==> config.mk <==
export PLATFORM = sky130hd
export DESIGN_NAME = approx_mul_err_sweep
export DESIGN_NICKNAME = d
export VERILOG_FILES = /design/src/rtl/approx_mul_err_sweep.sv
export SDC_FILE = /design/constraint.sdc
export NUM_CORES = 1
export LEC_CHECK = 0
export CORE_ASPECT_RATIO = 1.25
export CORE_MARGIN = 2
export CORE_UTILIZATION = 47
export DETAILED_ROUTE_END_ITERATION = 10
export PLACE_DENSITY = 0.7
export REMOVE_ABC_BUFFERS = 1
export SYNTH_ARGS = -nofsm -noshare
export SYNTH_HDL_FRONTEND = slang
export SYNTH_SLANG_ARGS = --single-unit
export TNS_END_PERCENT = 10
==> constraint.sdc <==
create_clock -name clk -period 6.6 [get_ports clk]
set_input_delay 1.32 -clock clk [delete_from_list [all_inputs] [get_ports clk]]
set_output_delay 1.32 -clock clk [all_outputs]
set_load 0.05 [all_outputs]
==> src/rtl/approx_mul_err_sweep.sv <==
// rtl/approx_mul_err_sweep.sv - exhaustive operand sweep and error accumulator for an approximate multiplier
module approx_mul_err_sweep #(
  parameter int N       = 4,
  parameter int DUT_LAT = 0
) (
  input  logic             clk,
  input  logic             rst,
  input  logic             start,
  output logic [N-1:0]     op_a,
  output logic [N-1:0]     op_b,
  input  logic [2*N-1:0]   approx_prod,
  output logic             busy,
  output logic             done,
  output logic             sample_vld,
  output logic [2*N:0]     err_count,
  output logic [4*N-1:0]   sum_ed,
  output logic [2*N-1:0]   max_ed
);

  typedef enum logic [1:0] {IDLE, SWEEP, DRAIN, DONE} state_t;

  localparam int CW = (DUT_LAT < 2) ? 1 : $clog2(DUT_LAT + 1);

  state_t           state, state_nxt;
  logic [CW-1:0]    drain_cnt;
  logic             accept;
  logic             last_pair;
  logic [2*N-1:0]   exact_now;
  logic [2*N-1:0]   exact_cmp;
  logic [2*N-1:0]   ed;

  assign accept    = start && ((state == IDLE) || (state == DONE));
  assign last_pair = (&op_a) && (&op_b);
  assign exact_now = (2*N)'(op_a) * (2*N)'(op_b);

  // State register
  always_ff @(posedge clk) begin
    if (rst) state <= IDLE;
    else     state <= state_nxt;
  end

  // Next-state logic and status outputs
  always_comb begin
    state_nxt = state;
    busy      = 1'b0;
    done      = 1'b0;
    case (state)
      IDLE: begin
        if (start) state_nxt = SWEEP;
      end
      SWEEP: begin
        busy = 1'b1;
        if (last_pair) begin
          if (DUT_LAT == 0) state_nxt = DONE;
          else              state_nxt = DRAIN;
        end
      end
      DRAIN: begin
        busy = 1'b1;
        if (drain_cnt == '0) state_nxt = DONE;
      end
      DONE: begin
        done = 1'b1;
        if (start) state_nxt = SWEEP;
        else       state_nxt = IDLE;
      end
      default: state_nxt = IDLE;
    endcase
  end

  // Drain countdown: DUT_LAT cycles after the final pair leaves the operand registers
  always_ff @(posedge clk) begin
    if (rst) begin
      drain_cnt <= '0;
    end else if ((state == SWEEP) && last_pair) begin
      drain_cnt <= CW'((DUT_LAT > 0) ? DUT_LAT - 1 : 0);
    end else if ((state == DRAIN) && (drain_cnt != '0)) begin
      drain_cnt <= drain_cnt - 1'b1;
    end
  end

  // Operand walk: {op_a, op_b} counts up so op_b is the inner loop; holds after the last pair
  always_ff @(posedge clk) begin
    if (rst) begin
      op_a <= '0;
      op_b <= '0;
    end else if (accept) begin
      op_a <= '0;
      op_b <= '0;
    end else if ((state == SWEEP) && !last_pair) begin
      {op_a, op_b} <= {op_a, op_b} + (2*N)'(1);
    end
  end

  generate
    if (DUT_LAT == 0) begin : g_comb
      assign sample_vld = (state == SWEEP);
      assign exact_cmp  = exact_now;
    end else begin : g_pipe
      logic [DUT_LAT-1:0] vld_sr;
      logic [2*N-1:0]     prod_sr [DUT_LAT];

      // Delay line aligning the exact product with the multiplier's output
      always_ff @(posedge clk) begin
        if (rst) begin
          vld_sr <= '0;
          for (int i = 0; i < DUT_LAT; i++) prod_sr[i] <= '0;
        end else begin
          vld_sr[0]  <= (state == SWEEP);
          prod_sr[0] <= exact_now;
          for (int i = 1; i < DUT_LAT; i++) begin
            vld_sr[i]  <= vld_sr[i-1];
            prod_sr[i] <= prod_sr[i-1];
          end
        end
      end

      assign sample_vld = vld_sr[DUT_LAT-1];
      assign exact_cmp  = prod_sr[DUT_LAT-1];
    end
  endgenerate

  // Absolute error distance, unsigned over the full product width
  always_comb begin
    ed = '0;
    if (approx_prod >= exact_cmp) ed = approx_prod - exact_cmp;
    else                          ed = exact_cmp - approx_prod;
  end

  // Accumulators: cleared on an accepted start, updated on every compared sample
  always_ff @(posedge clk) begin
    if (rst || accept) begin
      err_count <= '0;
      sum_ed    <= '0;
      max_ed    <= '0;
    end else if (sample_vld) begin
      err_count <= err_count + (2*N+1)'(ed != '0);
      sum_ed    <= sum_ed + (4*N)'(ed);
      if (ed > max_ed) max_ed <= ed;
    end
  end

endmodule

### Yosys cells after proc, flatten, opt, wreduce, memory -nomap -nowiden

Index checks and enable logic that the tools add are counted.
Widths: inputs -> output; s select.

| word-level totals | value |
|---|---|
| bits in registers | 44 |
| output and inout port bits | 44 |
| logic and storage cells | 47 |

| operators by class | value |
|---|---|
| add/sub/neg operators | 6 |
| multiply operators | 1 |
| $lt $le $gt $ge | 2 |
| equality and inequality tests | 6 |
| multiplexer cells | 8 |
| reduce and logical (&&, ||, !) cells | 17 |

Operators by type and width:

| cell | count |
|---|---|
| $add 16x8->16 | 1 |
| $sub 8x8->8 | 2 |
| $add 9x1->9 | 1 |
| $add 8x1->8 const B | 1 |
| $ge 8x8->1 | 1 |
| $gt 8x8->1 | 1 |
| $mul 4x4->8 | 1 |
| $mux 8 | 1 |
| $pmux 2 s4 | 1 |
| $reduce_and 4->1 | 2 |
| $reduce_bool 8->1 | 1 |
| $mux 2 | 3 |
| $reduce_or 2->1 | 3 |
| $logic_and 1x1->1 | 5 |
| $eq 2x2->1 const B | 2 |
| $ne 2x2->1 const B | 2 |
| $mux 1 | 3 |
| $reduce_and 3->1 | 1 |
| $eq 2x1->1 const B | 1 |
| $logic_not 2->1 | 1 |
| $logic_or 1x1->1 | 2 |
| $ne 2x1->1 const B | 1 |
| $reduce_and 2->1 | 1 |
| $logic_not 1->1 | 1 |
| $sub 1x1->1 const B | 1 |

### Longest topological paths before layout

Gate-level depths: netlist of run 1.

| depth | value |
|---|---|
| depth in word-level cells | 5 |
| mapped depth | 28 |
| mapped depth without buffers | 26 |

### Worst setup path before layout of run 1

Ideal clock, no wire load.

| path | value |
|---|---|
| kind | register to register |
| start point | reg op_b[2] |
| end point | reg err_count[8] |
| library setup time | 0.128 ns |
| arrival | 6.228 ns |
| setup slack | 0.244 ns |
| stages on the path, launching flop included | 27 |
| clock period less this slack | 6.356 ns |
| path through | dfxtp_1 clkbuf_1 nand2_1 fa_1 inv_1 fa_1 ha_1 a21o_1 a21oi_1 o21bai_1 a21oi_1 xor2_1 ha_1 nand2_1 o21ai_0 nor2_1 and3_1 a31o_2 xnor2_1 or4_1 or4_1 ha_1 ha_1 and3_1 nand4_1 xor2_1 nor2_1 |

| on the way | value |
|---|---|
| word-level cells in the longest chain between the ends | 5 |

RTL lines:

| element | line | source |
|---|---|---|
| from (decl) | 10 | `output logic [N-1:0] op_b,` |
| from (signal assigned) | 91 | `{op_a, op_b} <= {op_a, op_b} + (2*N)'(1);` |
| $mul 4x4->8 * | 34 | `assign exact_now = (2*N)'(op_a) * (2*N)'(op_b);` |
| $sub 8x8->8, or another cell as far along | 127 | `else ed = exact_cmp - approx_prod;` |
| $mux 8 * | 126 | `if (approx_prod >= exact_cmp) ed = approx_prod - exact_cmp;` |
| $reduce_bool 8->1 * | 137 | `err_count <= err_count + (2*N+1)'(ed != '0);` |
| $add 9x1->9 * | 137 |  |
| to (signal assigned) | 137 |  |
| to (decl) | 15 | `output logic [2*N:0] err_count,` |

Mark *: on every way between the ends. The rest lies on a longest branch, timed or not.
A chain may end at the register's enable or synchronous reset.

### Worst setup path after layout of run 1

| path | value |
|---|---|
| start point | reg op_a[0] |
| end point | reg err_count[8] |

| on the way | value |
|---|---|
| word-level cells in the longest chain between the ends | 5 |

RTL lines:

| element | line | source |
|---|---|---|
| from (decl) | 9 | `output logic [N-1:0] op_a,` |
| from (signal assigned) | 91 |  |
| $mul 4x4->8 * | 34 |  |
| $sub 8x8->8, or another cell as far along | 127 |  |
| $mux 8 * | 126 |  |
| $reduce_bool 8->1 * | 137 |  |
| $add 9x1->9 * | 137 |  |

Marked as above.

==> results of run 1 <==
[cell usage in the layout (no fill, tap or decap), drive strengths merged, types with 7 or more instances in the layout]
cell / count
clkdlybuf4s50: 54
nand2: 53
ha: 50
inv: 45
dfxtp: 44
nor2: 27
a21oi: 24
and2: 17
nand3: 16
mux2i: 15
xor2: 14
o21ai: 13
buf: 11
nor4: 10
nand4: 9
xnor2: 9
a21o: 9
o2111ai: 8
nand3b: 7
nor3: 7
and3: 7
o311ai: 7
fa: 7
[worst max-delay path, delay by kind of cell, from the launching register on]
family                     cells  cell delay (ns)
buffers and inverters          2             0.21
DFF                            1             0.39
xor gates and xnor gates       3             0.38
AOI/OAI and AO/OA              6             1.06
adders and majority gates      6             2.15
and+or+nand+nor                9             1.94
[metrics by stage]
| stage | instance area [um^2] | setup WS (ns) |
|---|---|---|
| after detailed placement | 4511 | 0.09632 |
| after global routing | 4702 | 0.009522 |
| after floorplan | 3772 | 0.2752 |
| final | 4702 | 0.3733 |
| after CTS | 4627 | 0.06669 |
| after global placement | 4511 | 0.2794 |
[state kept, by name, summed over array words and instances (netlist names)]
signal / count
state: 2
op_a: 4
err_count: 9
sum_ed: 16
drain_cnt: 1
op_b: 4
max_ed: 8
[per-layer routing]
layer / global-route usage [%] / vias up / share of wire, %
li1: - / 1798 / -
met1: 24.49 / 1670 / 42
met2: 37.78 / 89 / 51
met3: 3.289 / 18 / 5.1
met4: 6.236 / 0 / 2.1
met5: 0 / - / 0
[timing repair]
item,4_1_cts,5_1_grt
gates resized for setup,0,17
setup buffers,0,1
setup endpoints to repair,0,28
[kinds of logic (layout without fill, tap and decap cells)]
| kind of cell | Yosys count | in the layout | synth area share [%] |
|---|---|---|---|
| buffers and inverters | 63 | 118 | 6.614 |
| AO/OA/AOI/OAI | 91 | 92 | 16.54 |
| multiplexers | 17 | 17 | 4.475 |
| XOR/XNOR | 25 | 25 | 6.420 |
| adder cells (fa/ha/maj) | 59 | 59 | 20.36 |
| flip-flops | 44 | 44 | 22.83 |
| AND/OR/NAND/NOR | 173 | 173 | 22.76 |
[cell type report]
| class | count | area, um^2 |
|---|---|---|
| clock inverter | 3 | 47.55 |
| inverter | 45 | 168.9 |
| clock buffer | 5 | 68.82 |
| fill | 718 | 3181 |
| tap | 95 | 118.9 |
| sequential | 44 | 883.3 |
| timing repair buffer | 65 | 623.1 |
| multi-input combinational | 366 | 2791 |
[where the power goes]
part           total [mW]  internal [mW]  leakage (nW)  switching (mW)
clock               0.212          0.114        0.0583          0.0983
sequential          0.342          0.302         0.357          0.0403
combinational       0.662          0.238          1.51           0.424
total                1.22          0.653          1.93           0.563
[worst max path at each step]
stage | from | to | slack [ns] | cells after the start
5_1_grt | op_a[0] | err_count[8] | 0.01 | 26
6_report | op_a[0] | err_count[8] | 0.37 | 26
3_3_place_gp | op_a[0] | err_count[8] | 0.28 | 26
3_5_place_dp | op_a[0] | sum_ed[8] | 0.1 | 25
2_1_floorplan | op_b[3] | err_count[8] | 0.28 | 25
4_1_cts | op_a[0] | sum_ed[8] | 0.07 | 25
==> run summary, run 1 <==
power density cells: 258.6 nW/um^2
Peak VDD IR: 0.0002874 V
Req. time, crit path: 6.79 ns
Port Buffer Count: 54
antenna fix cells: 0
CTS tree: yes
WS Path Type: reg -> reg
total power: 1.216 mW
Die W: 85.05 um
CP Capture Type: flip-flop
Final min period: 6.227 ns
most common cell in the netlist: nand2_1
vias: 3575
Hold Startpoint: max_ed[6]
cells on worst reg2reg path: 26
clk sink count: 44
routability cong.: 0.8950
share of the synthesized area in the top cell type: 22.83%
Final ANT Viol Nets: 0
Ports: 55
average size of a mapped cell: 8.175 um^2
fmax: 160.6 MHz
main area contributors after synthesis: dfxtp_1, ha_1, nand2_1
Worst slew margin: 53.92%
Synth area leader: dfxtp_1
largest net degree at the start of global routing: 34
Final TNS setup: 0 ns
core area: 7883 um^2
DRC: 0
RSZ-0062 raised after global routing: false
status: finished clean
hpwl dp: 7114 um
Crit Reg-Reg Endpoint: err_count[8]
CP max FO: 7
Hold WC Path Type: reg -> reg
pins over their slew limit: 0
Die Height: 105.3 um
final hold vios: 0
CP dominant cell by count: ha_1
Clock Latency Late Sink: 0.30 ns
DP Cell Count: 613
share of cells above drive strength 1: 7.197%
final clock skew: 0.009878 ns
CTS Hold Buffers Added: 0
wire per inst: 15.05 um
Synth Register Bits: 44
CTS buffer count: 5
Async SR Flop Fraction: 0%
critical path arrival: 6.42 ns
non-filler cells, final: 623
Reg clk slew, reported paths: 0.09 ns
Netlist cell types: 59
CP max stage delay: 0.55 ns
Max Cap Viol: 0
Post-synth EDFFs: 0
H-Tree Depth: 2
critical register-to-register path startpoint: op_a[0]
fin util: 59.65%
first-pass GRT wire length: 15480 um
CP startpoint kind: flip-flop
iteration-0 DRC count of the detailed router: 122
Mapped Area: 3859 um^2
fin crit share: 94.34%
GRT Overall Usage: 20.70%
initial core utilization: 48.95%
Cells after Synth: 472
area delta synth->final: 21.85%
CP max-delay cell: fa_1
leakage: 1.930 nW
Main synth FF type: dfxtp_1
hold path endpoint: max_ed[6]
reg2reg setup slack: 0.37 ns
overall routed net length: 9375 um
root buf cell: clkbuf_8
FP Rows: 36
Ys Warns: 0
Total Nets Final: 595
CTS max path bufs: 2
Hold Slack: 0.4748 ns
vias in the first global route: 3380
endpoints failing setup: 0
top cells by count, synth: nand2_1, ha_1, inv_1
DR vias/cell: 5.738
Slew @ Worst Pin: 0.6863 ns
die area: 8956 um^2
Seq/Total Area, Yosys: 22.83%
DR pass1 iterations: 4
total global routing overflow: 0
Min-Delay Path Depth: 2
initial antenna violation count: 0
No activity file was read; power rests on OpenSTA's default activity.
==> inputs of run 2 (changes only) <==
CORE_MARGIN = default   (was 2)
CTS_CLUSTER_SIZE = 8   (was default)
GPL_TIMING_DRIVEN = 0   (was default)
==> run 2 against run 1 <==
  * Clock power about the same
  * Maximum frequency down 0.26%
  * Hold slack better by 0.0065 ns
  * Total power down 1.2%
  * Combinational power down 2%
  * Critical path depth down 4
  * Worst setup slack worse by 0.016 ns
  * Sequential power about the same
  * First-iteration DRC count down 18%
  * Critical endpoint unchanged
==> run summary, run 2 (synthesized netlist as in run 1, its figures left out) <==
routability cong.: 0.8843 (-1.2%)
final clock skew: 0.006172 ns (-0.003706 ns)
critical path endpoint: err_count[8]
leakage: 1.906 nW (-1.3%)
initial core utilization: 48.95% (unchanged)
overall routed net length: 8697 um (-7.2%)
Hold Slack: 0.4813 ns (+0.006501 ns)
fin crit share: 94.59% (+0.24 points)
H-Tree Depth: 2 (unchanged)
Port Buffer Count: 54 (unchanged)
wire per inst: 14.10 um (-6.3%)
worst path cell trace: nand2_1 > fa_1 > inv_1 > fa_1 > inv_1 > fa_1 > xnor2_1 > ha_1 > nand4_1 > a31oi_4 > nor2_2 > and3_1 > a31o_2 > xnor2_2 > or4_1 > or4_1 > ha_1 > ha_1 > and3_1 > nand4_1 > xor2_1 > nor2_1
Peak VDD IR: 0.0003831 V (+33%)
root buf cell: clkbuf_8
Clock Latency Late Sink: 0.30 ns (about the same)
fmax: 160.2 MHz (-0.26%)
RSZ-0062 raised after global routing: false
antenna fix cells: 0 (unchanged)
Hold WC Path Type: reg -> reg
CP startpoint kind: flip-flop
Largest delay share family, worst path: adder cells
Max Cap Viol: 0 (unchanged)
core area: 7883 um^2 (unchanged)
commonest non-fill, non-tap cell in the layout: clkdlybuf4s50_1
CP max-delay cell: fa_1
DRC: 0 (unchanged)
# fillers: 703 (-2.1%)
GRT Overall Usage: 20.18% (-0.53 points)
area delta synth->final: 21.34%
Critical Path Start: op_a[2]
CTS Hold Buffers Added: 0 (unchanged)
final hold vios: 0 (unchanged)
pins over their slew limit: 0 (unchanged)
FP Rows: 36 (unchanged)
Die W: 83.05 um (-2.4%)
CP Capture Type: flip-flop
DR vias/cell: 5.744 (about the same)
biggest regs: sum_ed: 16 flops, err_count: 9 flops, max_ed: 8 flops
endpoints failing setup: 0 (unchanged)
largest register by flop count: sum_ed
Reg clk slew, reported paths: 0.09 ns (about the same)
register area: 892.1 um^2 (+0.99%)
Hold Startpoint: max_ed[7]
total power: 1.201 mW (-1.2%)
Ports: 55 (unchanged)
status: finished clean
CTS tree: yes
Final min period: 6.243 ns (+0.01610 ns)
CTS buffer count: 5 (unchanged)
CP max stage delay: 0.56 ns (about the same)
vias: 3544 (-0.87%)
power density cells: 256.6 nW/um^2 (-0.78%)
total global routing overflow: 0 (unchanged)
Req. time, crit path: 6.74 ns (-0.05 ns)
critical path arrival: 6.38 ns (-0.04 ns)
reg2reg setup slack: 0.36 ns (-0.02 ns)
largest net degree at the start of global routing: 43 (+26%)
WS Path Type: reg -> reg
clk sink count: 44 (unchanged)
Slew @ Worst Pin: 1.264 ns (+0.5778 ns)
Post-DP Area: 4451 um^2 (-1.3%)
CP max FO: 13 (+6)
worst path bufs/invs: 2 (unchanged)
Largest register FFs: 16 (unchanged)
pre-CTS setup slack: -0.1075 ns (-0.2038 ns)
die area: 8579 um^2 (-4.2%)
Total Nets Final: 589 (-1.0%)
multi-input logic area: 2794 um^2 (about the same)
first-pass GRT wire length: 14320 um (-7.5%)
Die Height: 103.3 um (-1.9%)
Worst slew margin: 15.73% (-38 points)
share of cells above drive strength 1: 7.471% (+0.27 points)
PnR worst setup slack: 0.3572 ns (-0.01610 ns)
iteration-0 DRC count of the detailed router: 100 (-18%)
vias in the first global route: 3269 (-3.3%)
commonest cells after routing, fill and taps aside: clkdlybuf4s50_1, nand2_1, ha_1, inv_1, dfxtp_1
hpwl dp: 6465 um (-9.1%)
CP Depth: 22 (-15%)
cells on worst reg2reg path: 22 (-15%)
critical register-to-register path startpoint: op_a[2]
fin area: 4682 um^2 (-0.43%)
CTS max path bufs: 2 (unchanged)
Final ANT Viol Nets: 0 (unchanged)
initial antenna violation count: 0 (unchanged)
Crit Reg-Reg Endpoint: err_count[8]
DR pass1 iterations: 4 (unchanged)
## run 2: how the worst min path moves through the flow
| stage | slack, ns | depth (start not counted) | to |
|---|---|---|---|
| floorplan | 0.46 | 1 | drain_cnt |
| global placement | 0.46 | 2 | max_ed[1] |
| detailed placement | 0.47 | 2 | max_ed[7] |
| CTS | 0.48 | 2 | max_ed[7] |
| global route | 0.50 | 2 | max_ed[1] |
| finish | 0.48 | 2 | max_ed[7] |
## run 2: tightest hold or removal path: stages (launching register included)
cell	delay (ns)
dfxtp_1	0.33
nand2_1	0.06
mux2i_1	0.05
## run 2: stage by stage
stage	cells	util [%]	setup TNS (ns)
finish	617	59.40	0
global route	617	59.40	0
CTS	612	58.02	0
detailed placement	604	56.46	-0.8266
global placement	603	56.22	-0.2294
floorplan	454	-	0
## run 2: what timing repair did
item	4_1_cts	5_1_grt
pin swaps	0	3
endpoints found under the setup margin	8	27
gates resized for setup	2	23
buffers inserted	0	5
## run 2: power by group
part           internal (mW)  switching, mW  leakage (nW)  total [mW]
clock                  0.114         0.0983        0.0548       0.212
sequential             0.301         0.0415         0.359       0.343
combinational          0.235          0.412          1.49       0.646
## run 2: final cells by class
class / instances / share of cell area [%]
repair buffers: 60 / 12.67
clock inverters: 3 / 0.9888
multi-input cells: 365 / 59.67
flip-flops and latches: 44 / 19.05
inverters: 45 / 3.608
clock buffers: 5 / 1.470
well taps: 95 / 2.539
## run 2: metal layers
layer | GRT usage (%) | vias up | part of all wire (%)
met5 | 0 | - | 0
met4 | 6.233 | 0 | 1.3
met3 | 2.857 | 12 | 3.3
met2 | 37.77 | 74 | 51
met1 | 24.08 | 1678 | 45
li1 | - | 1780 | -
